--- src/rtl/pipeline_pkg.sv ---
// ----------------------------------------------------------------------------
// pipeline_pkg
// Shared definitions for the pipeline sequencer:
//   - pipe_state_t   : FSM state encodings (IDLE=0 .. HALTED=4)
//   - IDX_*          : inter-stage register indices (0 = IF/ID)
//   - DEF_NB_STAGES  : default pipeline depth
//   - DEF_NB_CNT     : default counter width
// ----------------------------------------------------------------------------
package pipeline_pkg;

   typedef enum logic [2:0] {
      ST_IDLE   = 3'd0,
      ST_RUN    = 3'd1,
      ST_STEP   = 3'd2,
      ST_DRAIN  = 3'd3,
      ST_HALTED = 3'd4
   } pipe_state_t;

   localparam int IDX_IFID  = 0;
   localparam int IDX_IDEX  = 1;
   localparam int IDX_EXMEM = 2;
   localparam int IDX_MEMWB = 3;

   localparam int DEF_NB_STAGES = 5;
   localparam int DEF_NB_CNT    = 32;

endpackage : pipeline_pkg

--- src/rtl/pipe_valid_tracker.sv ---
// ----------------------------------------------------------------------------
// pipe_valid_tracker
// Occupancy shift register for the NB_STAGES-1 inter-stage registers.
// Each bit follows its pipeline register: flush loads a bubble, enable
// loads the upstream occupancy, otherwise the bit holds.
// Ports:
//   clk    : core clock
//   srst   : synchronous active-high reset (clears all occupancy)
//   pc_we  : PC write enable; a new fetch enters IF/ID when it is high
//   en     : per-register load enable
//   flush  : per-register bubble insert (dominates en)
//   valid  : per-register occupancy
// ----------------------------------------------------------------------------
module pipe_valid_tracker
   import pipeline_pkg::*;
#(
   parameter int NB_STAGES = DEF_NB_STAGES
) (
   input  logic                 clk,
   input  logic                 srst,
   input  logic                 pc_we,
   input  logic [NB_STAGES-2:0] en,
   input  logic [NB_STAGES-2:0] flush,
   output logic [NB_STAGES-2:0] valid
);

   localparam int NR = NB_STAGES - 1;

   logic [NR-1:0] valid_reg;
   logic [NR-1:0] src;

   // IF/ID is fed by the fetch stage: it holds a real instruction only
   // when the PC actually advanced.
   assign src[IDX_IFID] = pc_we;

   genvar gi;
   generate
      for (gi = 1; gi < NR; gi++) begin : g_src
         assign src[gi] = valid_reg[gi-1];
      end

      for (gi = 0; gi < NR; gi++) begin : g_bit
         always_ff @(posedge clk) begin
            if (srst) begin
               valid_reg[gi] <= 1'b0;
            end else if (flush[gi]) begin
               valid_reg[gi] <= 1'b0;
            end else if (en[gi]) begin
               valid_reg[gi] <= src[gi];
            end
         end
      end
   endgenerate

   assign valid = valid_reg;

endmodule : pipe_valid_tracker

--- src/rtl/pipeline_ctrl.sv ---
// ----------------------------------------------------------------------------
// pipeline_ctrl
// Central pipeline sequencer. Owns run/step/halt sequencing from the debug
// unit and converts load-use stalls, ID-stage redirects and halt-opcode
// detection into per-register enables/flushes and the PC write enable.
// Optional build macro: PIPE_PERF_CNT_EN adds stall/flush performance
// counters; without it o_stall_cnt/o_flush_cnt are tied to zero.
// Ports:
//   clk, i_rst         : clock, synchronous active-high reset
//   i_du_run/step/halt : debug-unit command pulses (halt > run > step)
//   i_load_use         : hazard-unit stall request
//   i_branch_taken     : taken branch/jump resolved in ID
//   i_halt_instr       : halt opcode decoded in ID
//   o_pc_we            : PC write enable
//   o_stage_en         : per-register load enable (index 0 = IF/ID)
//   o_stage_flush      : per-register bubble insert
//   o_valid            : per-register occupancy
//   o_state, o_halted  : FSM state code, high in HALTED
//   o_cycle_cnt        : advance cycles since reset
//   o_stall_cnt        : load-use stall cycles (optional)
//   o_flush_cnt        : branch flush cycles (optional)
// ----------------------------------------------------------------------------
module pipeline_ctrl
   import pipeline_pkg::*;
#(
   parameter int NB_STAGES = DEF_NB_STAGES,
   parameter int NB_CNT    = DEF_NB_CNT
) (
   input  logic                 clk,
   input  logic                 i_rst,
   input  logic                 i_du_run,
   input  logic                 i_du_step,
   input  logic                 i_du_halt,
   input  logic                 i_load_use,
   input  logic                 i_branch_taken,
   input  logic                 i_halt_instr,
   output logic                 o_pc_we,
   output logic [NB_STAGES-2:0] o_stage_en,
   output logic [NB_STAGES-2:0] o_stage_flush,
   output logic [NB_STAGES-2:0] o_valid,
   output logic [2:0]           o_state,
   output logic                 o_halted,
   output logic [NB_CNT-1:0]    o_cycle_cnt,
   output logic [NB_CNT-1:0]    o_stall_cnt,
   output logic [NB_CNT-1:0]    o_flush_cnt
);

   localparam int NR = NB_STAGES - 1;
   localparam int DW = $clog2(NB_STAGES);
   // One drain cycle per register behind IF/ID; IF/ID itself is emptied
   // by the flush on the cycle that enters DRAIN.
   localparam logic [DW-1:0] DRAIN_LOAD = DW'(NB_STAGES - 2);

   pipe_state_t       state_reg;
   logic [DW-1:0]     drain_cnt_reg;
   logic              halted_reg;
   logic [NB_CNT-1:0] cycle_cnt_reg;

   logic              adv;
   logic              run_like;
   logic              to_drain;
   logic              pc_we;
   logic [NR-1:0]     stage_en;
   logic [NR-1:0]     stage_flush;

   // ------------------------------------------------------------------
   // Control decode
   // ------------------------------------------------------------------
   always_comb begin
      run_like    = (state_reg == ST_RUN) || (state_reg == ST_STEP);
      adv         = run_like || (state_reg == ST_DRAIN);
      // A halt opcode sitting behind a load-use stall is not acted on yet;
      // it re-presents once the stall clears.
      to_drain    = run_like && (i_du_halt || (i_halt_instr && !i_load_use));
      pc_we       = 1'b0;
      stage_en    = '0;
      stage_flush = '0;

      if ((state_reg == ST_DRAIN) || to_drain) begin
         // Stop fetching, keep pushing everything downstream.
         stage_en              = '1;
         stage_flush[IDX_IFID] = 1'b1;
      end else if (run_like) begin
         stage_en = '1;
         if (i_load_use) begin
            stage_en[IDX_IFID]    = 1'b0;
            stage_flush[IDX_IDEX] = 1'b1;
         end else begin
            pc_we = 1'b1;
            if (i_branch_taken) begin
               stage_flush[IDX_IFID] = 1'b1;
            end
         end
      end
   end

   // ------------------------------------------------------------------
   // Sequencer FSM and cycle counter
   // ------------------------------------------------------------------
   always_ff @(posedge clk) begin
      if (i_rst) begin
         state_reg     <= ST_IDLE;
         drain_cnt_reg <= '0;
         halted_reg    <= 1'b0;
         cycle_cnt_reg <= '0;
      end else begin
         if (adv) begin
            cycle_cnt_reg <= cycle_cnt_reg + NB_CNT'(1);
         end
         unique case (state_reg)
            ST_IDLE: begin
               if (i_du_halt) begin
                  state_reg     <= ST_DRAIN;
                  drain_cnt_reg <= DRAIN_LOAD;
               end else if (i_du_run) begin
                  state_reg <= ST_RUN;
               end else if (i_du_step) begin
                  state_reg <= ST_STEP;
               end
            end
            ST_RUN: begin
               if (to_drain) begin
                  state_reg     <= ST_DRAIN;
                  drain_cnt_reg <= DRAIN_LOAD;
               end
            end
            ST_STEP: begin
               if (to_drain) begin
                  state_reg     <= ST_DRAIN;
                  drain_cnt_reg <= DRAIN_LOAD;
               end else begin
                  state_reg <= ST_IDLE;
               end
            end
            ST_DRAIN: begin
               // Leave once this cycle's decrement reaches zero.
               if (drain_cnt_reg <= DW'(1)) begin
                  state_reg     <= ST_HALTED;
                  halted_reg    <= 1'b1;
                  drain_cnt_reg <= '0;
               end else begin
                  drain_cnt_reg <= drain_cnt_reg - DW'(1);
               end
            end
            ST_HALTED: begin
               state_reg <= ST_HALTED;
            end
            default: begin
               state_reg <= ST_IDLE;
            end
         endcase
      end
   end

   // ------------------------------------------------------------------
   // Valid tracking
   // ------------------------------------------------------------------
   pipe_valid_tracker #(
      .NB_STAGES (NB_STAGES)
   ) u_valid (
      .clk   (clk),
      .srst  (i_rst),
      .pc_we (pc_we),
      .en    (stage_en),
      .flush (stage_flush),
      .valid (o_valid)
   );

   // ------------------------------------------------------------------
   // Optional performance counters
   // ------------------------------------------------------------------
`ifdef PIPE_PERF_CNT_EN
   logic [NB_CNT-1:0] stall_cnt_reg;
   logic [NB_CNT-1:0] flush_cnt_reg;
   logic              stall_inc;
   logic              flush_inc;

   assign stall_inc = run_like & i_load_use;
   // Only redirect flushes count, not the IF/ID flush used while draining.
   assign flush_inc = run_like & ~to_drain & ~i_load_use & i_branch_taken;

   always_ff @(posedge clk) begin
      if (i_rst) begin
         stall_cnt_reg <= '0;
         flush_cnt_reg <= '0;
      end else begin
         if (stall_inc) begin
            stall_cnt_reg <= stall_cnt_reg + NB_CNT'(1);
         end
         if (flush_inc) begin
            flush_cnt_reg <= flush_cnt_reg + NB_CNT'(1);
         end
      end
   end

   assign o_stall_cnt = stall_cnt_reg;
   assign o_flush_cnt = flush_cnt_reg;
`else
   assign o_stall_cnt = '0;
   assign o_flush_cnt = '0;
`endif

   assign o_pc_we       = pc_we;
   assign o_stage_en    = stage_en;
   assign o_stage_flush = stage_flush;
   assign o_state       = state_reg;
   assign o_halted      = halted_reg;
   assign o_cycle_cnt   = cycle_cnt_reg;

endmodule : pipeline_ctrl
--- config.mk ---
export PLATFORM = sky130hd
export DESIGN_NAME = pipeline_ctrl
export DESIGN_NICKNAME = d
export VERILOG_FILES = /design/src/rtl/pipeline_pkg.sv /design/src/rtl/pipe_valid_tracker.sv /design/src/rtl/pipeline_ctrl.sv
export SDC_FILE = /design/constraint.sdc
export NUM_CORES = 1
export LEC_CHECK = 0
export CORE_MARGIN = 2
export CORE_UTILIZATION = 43
export DETAILED_ROUTE_END_ITERATION = 12
export GPL_TIMING_DRIVEN = 0
export PLACE_DENSITY = 0.93
export SYNTH_ARGS = -nofsm -noshare
export SYNTH_HDL_FRONTEND = slang
export SYNTH_HIERARCHICAL = 1
export SYNTH_SLANG_ARGS = --single-unit
export TNS_END_PERCENT = 20
--- constraint.sdc ---
create_clock -name clk -period 1.95 [get_ports clk]
set_clock_uncertainty 0.1 [all_clocks]
set_input_delay 0.2925 -clock clk [delete_from_list [all_inputs] [get_ports clk]]
set_output_delay 0.2925 -clock clk [all_outputs]
set_load 0.1 [all_outputs]
After elaboration in Yosys (flattened, before gate mapping)
Cells that the tools add are included.

storage, ports and cells
  register bits after elaboration = 43
  output and inout bits = 113

cells by class
  add/subtract/negate cells = 2
  order comparisons = 1
  equality and inequality tests = 9
  muxes and demuxes = 21
  reduce and logical (&&, ||, !) cells = 15

operator list
  operator               count
  $add 32x1->32 const B  1
  $mux 3                 7
  $pmux 3 s5             1
  $pmux 3 s3             1
  $mux 1                 8
  $mux 4                 2
  $eq 3x2->1 const B     2
  $reduce_and 3->1       2
  $reduce_or 2->1        3
  $logic_or 1x1->1       4
  $mux 2                 2
  $ne 2x1->1 const B     2
  $ne 2x2->1 const B     2
  $ne 4x4->1 const B     1
  $eq 3x1->1 const B     1
  $eq 3x3->1 const B     1
  $le 3x1->1 const B     1
  $logic_not 3->1        1
  $reduce_bool 3->1      1
  $sub 3x1->3 const B    1
  $logic_and 1x1->1      2
  $reduce_and 2->1       1
  $logic_not 1->1        1

Logic depth before layout (Yosys ltp)
  word-level depth = 7
  depth in mapped cells = 7
  gate-level depth less buffers = 6

Cells and area by module
The synthesis kept the hierarchy.

modules (own cells, without submodules)
  module              cells each  area an instance (µm²)  seq. area each (µm²)  instances
  pipeline_ctrl       322         2673.8                  780.7                 1
  pipe_valid_tracker  12          140.1                   80.1                  1

Worst setup path after synthesis
Ideal clock, no wire load.

  kind = register -> register
  start = register state_reg[1], in the netlist o_state[1]
  end = register u_valid.valid_reg[0], in the netlist u_valid/valid[0]
  stages on the path, launching flop included = 7
  arrival = 4033 ps
  library setup time = 90 ps
  path slack = -2273 ps
  data required time = 1760 ps
  clock period less this slack = 4223 ps
  path through = dfxtp_1 buf_2 xor2_1 nand2b_1 nor3_1 mux2i_1 nor3_1

between the ends
  elaborated cells between the ends (all ways) = 13
  those cells by class = eq/ne (3); mux (6); reduce/logical (4)

RTL lines
  what                                             RTL line                  source
  start, declared                                  pipeline_ctrl.sv:54       pipe_state_t state_reg;
  start signal, assigned                           pipeline_ctrl.sv:102      state_reg <= ST_IDLE;
  start signal, assigned                           pipeline_ctrl.sv:113      state_reg <= ST_DRAIN;
  start signal, assigned                           pipeline_ctrl.sv:116      state_reg <= ST_RUN;
  $eq 3x1->1 / $eq 3x2->1 (equally long branches)  pipeline_ctrl.sv:70       run_like = (state_reg == ST_RUN) || (state_reg == ST_STEP);
  $logic_or 1x1->1                                 pipeline_ctrl.sv:70
  $logic_and 1x1->1                                pipeline_ctrl.sv:74       to_drain = run_like && (i_du_halt || (i_halt_instr && !i_load_use));
  $logic_or 1x1->1                                 pipeline_ctrl.sv:79       if ((state_reg == ST_DRAIN) || to_drain) begin
  $mux 1 *                                         pipeline_ctrl.sv:79
  net o_pc_we                                      pipeline_ctrl.sv:37       output logic o_pc_we,
  end signal, assigned by index                    pipe_valid_tracker.sv:49  valid_reg[gi] <= src[gi];
  end, declared                                    pipe_valid_tracker.sv:29  logic [NR-1:0] valid_reg;

Mark *: on every way through the listed nets, which the timed path passes. The rest lies on a longest branch.
A chain may end at the register's enable or synchronous reset.

Worst setup path in the final report
  start = register state_reg[1], in the netlist o_state[1]
  end = output port o_pc_we

between the ends
  cells in the longest elaborated chain, start to end = 5
  elaborated cells between the ends (all ways) = 8
  those cells by class = eq/ne (3); mux (2); reduce/logical (3)

ends and longest elaborated chain
  what                                             RTL line
  $eq 3x1->1 / $eq 3x2->1 (equally long branches)  pipeline_ctrl.sv:70
  $logic_or 1x1->1                                 pipeline_ctrl.sv:70
  $logic_and 1x1->1                                pipeline_ctrl.sv:74
  $logic_or 1x1->1                                 pipeline_ctrl.sv:79
  $mux 1 *                                         pipeline_ctrl.sv:79
  end, declared                                    pipeline_ctrl.sv:37

Mark *: on every way between the ends. The rest lies on a longest branch, timed or not.

==> impl_results.md <==
- Startpoint of the worst setup timing path: o_state[1]$_SDFFE_PP0P_
- Slowest stage cell on the critical path: dfxtp_4
- Critical Path Sink Type: primary output
- Reported leakage power: 1.920 nW
- Die width: 84.90 um
- CTS sink count: 43
- Final net count: 482
- Worst setup path endpoint: o_pc_we
- Insertion delay of the later-clocked pin in the worst-skew pair: 0.30 ns
- Hold path startpoint: o_halted$_SDFFE_PP0P_
- DR pass1 iterations: 4
- Clock period minus final worst setup slack: 1.997 ns
- Post-synth top flop: dfxtp_1
- Via count: 2641
- Worst reg2reg endpoint: o_cycle_cnt[23]$_SDFFE_PP0P_
- Clock slew at the register clock pins of the worst setup and hold paths: 0.08 ns
- Data required time of the critical path: 1.56 ns
- Total Negative Setup Slacks: -0.08164 ns
- Compound-gate portion of the synthesized area: 0.1063
- Critical path's top delay family: simple AND/OR/NAND/NOR gates
- Classification of the worst setup path: flip-flop to primary output
- Final-layout worst hold slack: 0.3769 ns
- Ratio of final minimum period to clock period: 1.024
- Routed Antenna Nets: 0
- Critical Path Fanout Max: 10
- Depth of the most critical reg-to-reg path: 8
- Slew Limit Headroom: 0.3529
- Post-Syn Area: 0.002814 sq mm
- Placed insts: 532
- Overall die area: 0.007207 sq mm
- Outcome: finished with violations
- Violations in the final reports: setup timing
- Number of buffers inserted by hold repair at cts: 0
- Class of the tightest hold or removal check: flip-flop to flip-flop
- CP Data Arrival Time: 1.60 ns
- H-tree depth: 2
- TritonCTS clock tree: done
- Average vias per placed instance: 4.811
- I/O pin total: 121
- Worst Slack Setup Final: -0.04724 ns
- Cell chain of the critical path: buf_8 -> xor2_1 -> nand2b_1 -> nor3_4 -> buf_12
- Adder and majority cell fraction of the synthesized area: 0.01334
- CP Launch Type: flip-flop
- Vertical die dimension: 84.90 um
- Pin count of the biggest net entering global routing: 16
- Minimum setup slack among reg-to-reg paths: -0.02 ns
- Fmax: 500.7 MHz
- Number of hold violations in the final report: 0
- Share of synthesized registers carrying an async set or reset: 0
- Synthesized instance count: 334
- Total CTS buffers: 5
- Number of global-route vias before repair: 2385
- Design Power: 3.289 mW
- Ratio of cells with drive above 1 in the final layout: 0.3941
- CP Buf/Inv Count: 2
- Initial antenna violation count: 0
- HPWL after detailed placement: 4.846 mm
- Length of routed met3 wiring: 644 um
- Commonest cells after routing, fill and taps aside: 75 x buf_4, 68 x conb_1, 24 x nor2_1
- Final Wtd Congestion: 0.8401
- Total number of placement rows: 29
- Post-synth EDFFs: 0
- DRT Wirelength: 7.091 mm
- Count of warnings emitted by yosys: 6
- Count of unresolved DRC violations after routing: 0
- Simple-gate share of the synthesized area: 0.2614
- Most common library cell in the layout ignoring fill and taps: buf_4
- Number of standard cells in the layout, taps in and fillers out: 549
- Routed metal-1 wirelength: 2.581 mm
- Per-cell routed wire length: 12.92 um
- Pwr dens: 795.5 mW/mm^2
- Total Routing Usage GR: 0.1841
- Setup repair after global routing missed its margin: true
- Count of buffers inserted at the top-level ports: 54
- Max-Cap Viols: 0
- Dominant combinational cell family by area after synthesis: simple AND/OR/NAND/NOR gates
- Uppermost signal routing layer after detailed routing: met4
- Setup slack at placement: -1.074 ns
- Initial core utilization: 0.4432
- Source of the worst register-to-register timing path: o_state[2]$_SDFFE_PP0P_
- Initial DRC Count: 140
- Total congestion overflow: 0
- Master cell of the clock root buffer: clkbuf_8
- Total core area: 0.006350 sq mm
- Antenna diode count: 0
- Number of max-slew violations in the final report: 0
- Seq cells post-synth: 43
- Count of distinct cell types in the synthesized netlist: 43
- Synthesis-to-finish area growth: 46.91%
- Mux cell area share after synthesis: 0.05780
- Maximum buffer depth of the clock tree: 2
- Number of stages on the worst setup path: 5
- Final-report setup violation count: 3
- Routed length on met2: 3.728 mm
- Max reg flops: 32
- Measured slew at the worst slew-check pin: 0.9745 ns
- Share of the yosys chip area belonging to registers: 0.3059
- Synth Area in XOR/XNOR: 0.02490
- Peak per-stage delay on the critical path: 0.35 ns
- Syn avg cell area: 8.425 sq um
- Maximum resistive drop on vdd: 0.001017 V
- First-pass GRT wire length: 10.95 mm
-- cell usage after synthesis (6+ instances only) --
cell	instances	area [sq um]
dfxtp_1	43	860.8
o31ai_1	7	52.55
nand2_1	15	56.30
or4_1	7	52.55
inv_1	8	30.03
or3_1	7	43.79
xor2_1	6	52.55
nand3_1	9	45.04
nand4_1	12	75.07
o21ai_0	9	45.04
nor2b_1	11	68.82
mux2_2	10	112.6
nor4_1	10	62.56
a21oi_1	19	95.09
nor3_1	8	40.04
nor2_1	25	93.84
buf_4	70	525.5
-- tightest hold or removal path, stage by stage (launching register included) --
cell and delay (ns):
dfxtp_1 0.33, a21oi_1 0.04, nor2_1 0.07
-- power by group --
group          switching [mW]  internal (mW)
logic                    1.30          0.476
registers              0.0344          0.910
clock network           0.314          0.251
total                    1.65           1.64
-- metal layers --
layer | vias up | global-route usage
li1 | 1312 | -
met1 | 1195 | 0.2036
met2 | 121 | 0.3329
met3 | 13 | 0.05156
met4 | 0 | 0.07215
met5 | - | 0
-- how the worst min path moves through the flow --
| stage | cells after the start | endpoint |
|---|---|---|
| floorplan | 1 | u_valid/valid[0]$_SDFFE_PP0P_ |
| global placement | 2 | o_halted$_SDFFE_PP0P_ |
| detailed placement | 2 | o_halted$_SDFFE_PP0P_ |
| CTS | 2 | o_halted$_SDFFE_PP0P_ |
| global route | 2 | o_cycle_cnt[19]$_SDFFE_PP0P_ |
| finish | 2 | o_halted$_SDFFE_PP0P_ |
-- cell families (layout without fill, tap and decap cells) --
family,after synthesis,after routing
AOI/OAI and AO/OA,48,48
adders and majority gates,3,3
other,1,68
DFF,43,43
and+or+nand+nor,124,125
xor gates and xnor gates,8,8
buffers and inverters,92,162
muxes,15,15
-- area by class of cell --
cell class              instances  area, sq um
fillers                       534         2216
repair buffers                 62        609.3
inverters                       8        30.03
clock inverters                 2        12.51
clock buffers                   6        72.57
flip-flops and latches         43        928.4
well taps                      77        96.34
plain buffers                  84        641.9
multi-input cells             267         1743
-- stage by stage --
| step | cell area (sq um) | utilization |
|---|---|---|
| after floorplan | 3199 | - |
| after global placement | 3836 | 0.6041 |
| after detailed placement | 3836 | 0.6041 |
| after CTS | 4020 | 0.6331 |
| after global routing | 4134 | 0.6510 |
| final | 4134 | 0.6510 |
-- what timing repair did --
item | 4_1_cts | 5_1_grt
endpoints found under the hold margin | 0 | 0
setup buffers | 5 | 3
endpoints found under the setup margin | 68 | 56
gates cloned | 0 | 1
pin swaps | 2 | 9
gates resized for setup | 126 | 47
Power figures use the tool's default switching activity.
